### config.mk
export PLATFORM = sky130hd
export DESIGN_NAME = mem_arbiter
export DESIGN_NICKNAME = d
export VERILOG_FILES = /design/src/rtl/mem_arbiter_pkg.sv /design/src/rtl/mem_arbiter_extend.sv /design/src/rtl/mem_arbiter.sv
export SDC_FILE = /design/constraint.sdc
export NUM_CORES = 1
export LEC_CHECK = 0
export CAP_MARGIN = 10
export CORE_AREA = 10 10 149 151
export CTS_CLUSTER_SIZE = 10
export DETAILED_ROUTE_END_ITERATION = 10
export DIE_AREA = 0 0 159 161
export PLACE_DENSITY = 0.89
export SKIP_LAST_GASP = 1
export SYNTH_ARGS = -nofsm -noshare
export SYNTH_HDL_FRONTEND = slang
export SYNTH_SLANG_ARGS = --single-unit
### constraint.sdc
create_clock -name clk_in -period 5.3 [get_ports clk_in]
set_clock_uncertainty 0.2 [all_clocks]
set_input_delay 1.06 -clock clk_in [delete_from_list [all_inputs] [get_ports clk_in]]
set_output_delay 1.06 -clock clk_in [all_outputs]
set_load 0.005 [all_outputs]
### src/rtl/mem_arbiter_pkg.sv
// Shared encodings for the byte-wide RAM port arbiter: access types, FSM states,
// requester identities and the I/O address window.
package mem_arbiter_pkg;

  localparam logic [1:0] LS_WORD        = 2'b00;
  localparam logic [1:0] LS_HALF        = 2'b01;
  localparam logic [1:0] LS_BYTE        = 2'b10;
  localparam int         LS_SIGNED_BIT  = 2;
  localparam logic [2:0] FETCH_TYPE     = {1'b0, LS_WORD};
  localparam logic [1:0] IO_ADDR_HI_DEF = 2'b11;

  typedef enum logic [1:0] {ST_IDLE, ST_READ, ST_WRITE, ST_DONE} state_t;
  typedef enum logic {GNT_IF, GNT_LS} grant_t;

  function automatic logic [2:0] access_len(input logic [2:0] t);
    case (t[1:0])
      LS_HALF: return 3'd2;
      LS_BYTE: return 3'd1;
      default: return 3'd4;
    endcase
  endfunction

endpackage

### src/rtl/mem_arbiter_extend.sv
// Combinational assembly of four little-endian byte lanes into a 32-bit value,
// sign- or zero-extended according to the access type.
module mem_extend
  import mem_arbiter_pkg::*;
(
  input  logic [31:0] raw,
  input  logic [2:0]  ls_type,
  output logic [31:0] ext
);

  logic sgn;

  assign sgn = ls_type[LS_SIGNED_BIT];

  always_comb begin
    case (ls_type[1:0])
      LS_BYTE: ext = {{24{sgn & raw[7]}}, raw[7:0]};
      LS_HALF: ext = {{16{sgn & raw[15]}}, raw[15:0]};
      default: ext = raw;
    endcase
  end

endmodule

### src/rtl/mem_arbiter.sv
// Round-robin arbiter between instruction fetch and the load/store buffer that
// serialises multi-byte accesses onto a single byte-wide RAM port.
module mem_arbiter
  import mem_arbiter_pkg::*;
#(
  parameter logic [1:0] IO_ADDR_HI = IO_ADDR_HI_DEF
) (
  input  logic        clk_in,
  input  logic        rst_in,
  input  logic        rdy_in,
  input  logic        clear_in,
  input  logic        io_buffer_full,
  input  logic        if_req,
  input  logic [31:0] if_addr,
  output logic [31:0] if_data,
  output logic        if_done,
  input  logic        ls_req,
  input  logic [31:0] ls_addr,
  input  logic        ls_r_nw,
  input  logic [2:0]  ls_type,
  input  logic [31:0] ls_wdata,
  output logic [31:0] ls_rdata,
  output logic        ls_done,
  input  logic [7:0]  mem_din,
  output logic [7:0]  mem_dout,
  output logic [31:0] mem_a,
  output logic        mem_wr
);

  state_t      state;
  grant_t      cur_gnt, last_gnt, gnt;
  logic        gnt_vld, if_ok;
  logic [31:0] base_addr, wbuf, raw, raw_next, ext, nxt_addr;
  logic [2:0]  typ, len, cnt;
  logic [1:0]  rx_lane, tx_lane;
  logic        wr_q, if_done_q, io_stall;

  // A fetch request coinciding with a flush is stale and must not win a grant.
  assign if_ok = if_req & ~clear_in;

  always_comb begin
    gnt_vld = if_ok | ls_req;
    if (if_ok && ls_req) gnt = (last_gnt == GNT_IF) ? GNT_LS : GNT_IF;
    else                 gnt = ls_req ? GNT_LS : GNT_IF;
  end

  assign io_stall = wr_q & (mem_a[17:16] == IO_ADDR_HI) & io_buffer_full;
  assign mem_wr   = wr_q & ~io_stall;
  assign if_done  = if_done_q & ~clear_in;

  assign rx_lane  = 2'(cnt - 3'd1);
  assign tx_lane  = 2'(cnt + 3'd1);
  assign nxt_addr = base_addr + 32'(cnt) + 32'd1;

  always_comb begin
    raw_next = raw;
    raw_next[{rx_lane, 3'b000} +: 8] = mem_din;
  end

  mem_extend u_extend (
    .raw     (raw_next),
    .ls_type (typ),
    .ext     (ext)
  );

  always_ff @(posedge clk_in) begin
    if (rst_in) begin
      state     <= ST_IDLE;
      cur_gnt   <= GNT_IF;
      last_gnt  <= GNT_IF;
      base_addr <= '0;
      wbuf      <= '0;
      raw       <= '0;
      typ       <= '0;
      len       <= '0;
      cnt       <= '0;
      wr_q      <= 1'b0;
      if_done_q <= 1'b0;
      ls_done   <= 1'b0;
      mem_a     <= '0;
      mem_dout  <= '0;
      if_data   <= '0;
      ls_rdata  <= '0;
    end else if (rdy_in) begin
      case (state)
        ST_IDLE: begin
          if (gnt_vld) begin
            cur_gnt  <= gnt;
            last_gnt <= gnt;
            cnt      <= '0;
            if (gnt == GNT_IF) begin
              base_addr <= if_addr;
              mem_a     <= if_addr;
              typ       <= FETCH_TYPE;
              len       <= 3'd4;
              state     <= ST_READ;
            end else begin
              base_addr <= ls_addr;
              mem_a     <= ls_addr;
              typ       <= ls_type;
              len       <= access_len(ls_type);
              wbuf      <= ls_wdata;
              if (ls_r_nw) begin
                state <= ST_READ;
              end else begin
                state    <= ST_WRITE;
                wr_q     <= 1'b1;
                mem_dout <= ls_wdata[7:0];
              end
            end
          end
        end
        // Address i goes out while byte i-1 returns, so a read of n bytes spans n+1 cycles.
        ST_READ: begin
          if (cur_gnt == GNT_IF && clear_in) begin
            state <= ST_IDLE;
            mem_a <= '0;
            cnt   <= '0;
          end else begin
            cnt <= cnt + 3'd1;
            if (cnt != 3'd0) raw <= raw_next;
            if (cnt == len) begin
              state <= ST_DONE;
              mem_a <= '0;
              if (cur_gnt == GNT_IF) begin
                if_data   <= ext;
                if_done_q <= 1'b1;
              end else begin
                ls_rdata <= ext;
                ls_done  <= 1'b1;
              end
            end else if (cnt + 3'd1 < len) begin
              mem_a <= nxt_addr;
            end else begin
              mem_a <= '0;
            end
          end
        end
        ST_WRITE: begin
          if (!io_stall) begin
            if (cnt + 3'd1 == len) begin
              wr_q     <= 1'b0;
              mem_a    <= '0;
              mem_dout <= '0;
              state    <= ST_DONE;
              ls_done  <= 1'b1;
            end else begin
              cnt      <= cnt + 3'd1;
              mem_a    <= nxt_addr;
              mem_dout <= wbuf[{tx_lane, 3'b000} +: 8];
            end
          end
        end
        default: begin
          if_done_q <= 1'b0;
          ls_done   <= 1'b0;
          cnt       <= '0;
          state     <= ST_IDLE;
        end
      endcase
    end
  end

endmodule
==> results.toml <==
[yosys]
ys_warn_count = 0
synth_top_cell_by_area = "dfxtp_1"
synth_seq_cells = 215
synth_top_cells_by_count = "215 x dfxtp_1, 185 x nor2_1, 96 x nand2_1"
synthFlopType = "dfxtp_1"
synth_edf_count = 0
synth_area_per_cell_sq_um = 8.84
synth_nets = 1317
netlist.area_leader.share_pct = 41.2
synthTopCellsByArea = "dfxtp_1 41%, a211oi_1 6.8%, nor2_1 6.7%, a21oi_1 3.9%, nand2_1 3.5%"
synth_cells = 1181
ys_seq_area_share_pct = 41.2
synthArstFlopShare_pct = 0
yosysUniqueCellTypes = 76
syn_area_sq_um = 10400
synth.most_common_cell = "dfxtp_1"

[critical_path]
regToRegSetupSlack_ns = 1.86
r2r_start = "state[0]"
worstSetupStartpointType = "primary input"
reg2reg_depth = 6
path_depth = 4
arrival_ns = 2.42
cp_slowest_cell = "clkdlybuf4s50_1"
cp-endpoint = "mem_wr"
path_class = "in2out"
crit_start = "io_buffer_full"
endpoint_kind = "primary output"
crit_path_max_incr_delay_ns = 0.47
worstReg2RegEnd = "mem_a[25]"
path_cells = "clkdlybuf4s50_1 -> nand3_1 -> and2_1 -> clkdlybuf4s50_1"
path_buf_inv = 2
crit_required_ns = 4.04
crit_top_cell = "clkdlybuf4s50_1"
critPathTopFamily = "buffers and inverters"
worstPathMaxFanout = 3

[floorplanning]
io_pins = 222
die-area_sq_um = 25600
dieWidth_microns = 159
row_count = 51
initial_core_util_pct = 54.4
coreArea_sq_um = 19200
die_height_microns = 161

[cells_and_area]
drive_above_1_share_pct = 7.78
final_nets = 1484
fin_cells = 1614
insertedDiodeCount = 0
area_growth_pct = 27.1
fillers = 1461

[drt]
firstDrtPassIters = 5
wl_per_cell_microns = 19.1
ant_nets = 0
drtIter0Drc = 728
drc = 0
highest_layer = "met5"
vias_per_cell = 6.03
drt-met1-wl_microns = 12000
route.met3.wl_microns = 2440
num_vias = 9726
route.final.wire_length_microns = 30800
routed-wl-met2_microns = 14900

[sta]
worstMarginPinSlew_ns = 1.16
period_share_pct = 69.5
slew_violations = 0
setup-tns-final_ns = 0
max_freq_ghz = 0.272
hold_violations = 0
rsz0062_at_grt = "no"
slew_headroom_pct = 22.9
setup_viol = 0
min_period_ns = 3.68

[run_status]
status = "complete, no violations"

[power]
p_per_area_nw_per_um2 = 301
power_mw = 3.99
p_leak_nw = 4.76
peakVddDrop_v = 0.000207

[placed_design]
numPortBuffers = 221
placed_cells = 1586
place_congestion = 0.891
dp_hpwl_microns = 21500

[clock_network]
cts_sinks = 215
cts_root_buffer = "clkbuf_16"
cts_resized = 0
ctsLongestPathBuffers = 3
cts_setup_buffers = 0
h-tree-depth = 1
cts_hold_buf = 0
clk_pin_slew_ns = 0.05
clk_latency_ns = 0.51
cts_tree = "yes"
cts_buffers = 25

[global_routing]
grt_max_degree = 127
grt_pass1_vias = 9558
grt_pass1_wl_microns = 48900
antenna_found_initial = 1
grt_overflow = 0
grt_usage_pct = 22.4

[run]
drv_cap = 0

[worst_hold_path]
hold_path_class = "reg2reg"
metal layers:
metal	GRT usage (%)	up-vias
met5	0	-
met4	11.5	2
met3	5.11	100
met2	37.9	443
met1	26.2	4586
li1	-	4595
final cells by class:
type / count / area, sq um / share of cell area [%]
clock buffers: 26 / 629 / 4.74
clock inverters: 2 / 38.8 / 0.292
inverters: 22 / 82.6 / 0.622
multi-input cells: 856 / 5620 / 42.3
flip-flops and latches: 215 / 4300 / 32.4
well taps: 265 / 332 / 2.50
repair buffers: 228 / 2270 / 17.1
logic make-up after synthesis:
| family | count (synthesis) | synth area share [%] |
|---|---|---|
| AND/OR/NAND/NOR | 430 | 20.4 |
| buffers and inverters | 110 | 5.02 |
| adder cells (fa/ha/maj) | 21 | 2.59 |
| flip-flops | 215 | 41.2 |
| multiplexers | 35 | 4.31 |
| AO/OA/AOI/OAI | 342 | 24.1 |
| XOR/XNOR | 28 | 2.35 |
worst register-to-register path, cell delays in order (launching register included):
cell and delay (ns):
dfxtp_1 0.38, inv_1 0.08, ha_1 1.05, nand4b_1 0.34, o31ai_4 0.70, nand3_2 0.32, o22ai_1 0.27
worst min path at each step:
stage / start / end / slack (ns) / depth (start not counted)
floorplan: wbuf[0] / wbuf[0] / 0.23 / 2
global placement: wbuf[1] / wbuf[1] / 0.24 / 2
detailed placement: wbuf[23] / wbuf[23] / 0.25 / 2
CTS: wbuf[23] / wbuf[23] / 0.25 / 2
global route: wbuf[23] / wbuf[23] / 0.28 / 2
finish: wbuf[23] / wbuf[23] / 0.25 / 2
through the flow:
step | utilization (%) | hold WS (ns) | cell area [sq um] | setup WS (ns)
after global routing | 69.1 | 0.276 | 13300 | 1.58
after global placement | 65.6 | 0.239 | 12600 | 1.59
final | 69.1 | 0.250 | 13300 | 1.62
after detailed placement | 65.6 | 0.247 | 12600 | 1.52
after CTS | 69.1 | 0.254 | 13300 | 1.63
after floorplan | - | 0.233 | 10400 | 2.41
flip-flops by register name (all words and copies together) (netlist names), 2 cells and up:
name / count
base_addr: 32
if_data: 32
ls_rdata: 32
mem_a: 32
raw: 32
wbuf: 32
mem_dout: 8
cnt: 3
len: 3
typ: 3
state: 2
placed cells by master, fill, tap and decap left out, types with 7 or more instances in the layout:
master and instances:
nor2b_1 29, nand4_1 16, mux4_2 8, o21ai_0 29
ha_1 20, and4_1 7, mux2i_1 27, nor3_1 10
o21a_1 7, dfxtp_1 215, a22oi_1 18, o21ba_2 8
and2_1 9, and3_1 7, inv_1 20, and2b_1 7
o211a_1 10, a211oi_1 94, nor3_2 13, xor2_1 20
nand3_1 21, a21oi_1 81, clkbuf_16 25, buf_4 7
a211oi_2 17, a31oi_1 7, o22ai_1 8, nand2_1 96
o221ai_1 14, a311oi_1 11, a2bb2oi_1 8, xnor2_1 8
clkdlybuf4s50_1 220, nor2_1 184
report_power, final:
part	internal (mW)	switching [mW]	leakage, nW
Clock	0.879	0.617	0.328
Combinational	0.328	0.367	2.68
Sequential	1.72	0.0820	1.75
(Power assumes the default switching activity.)
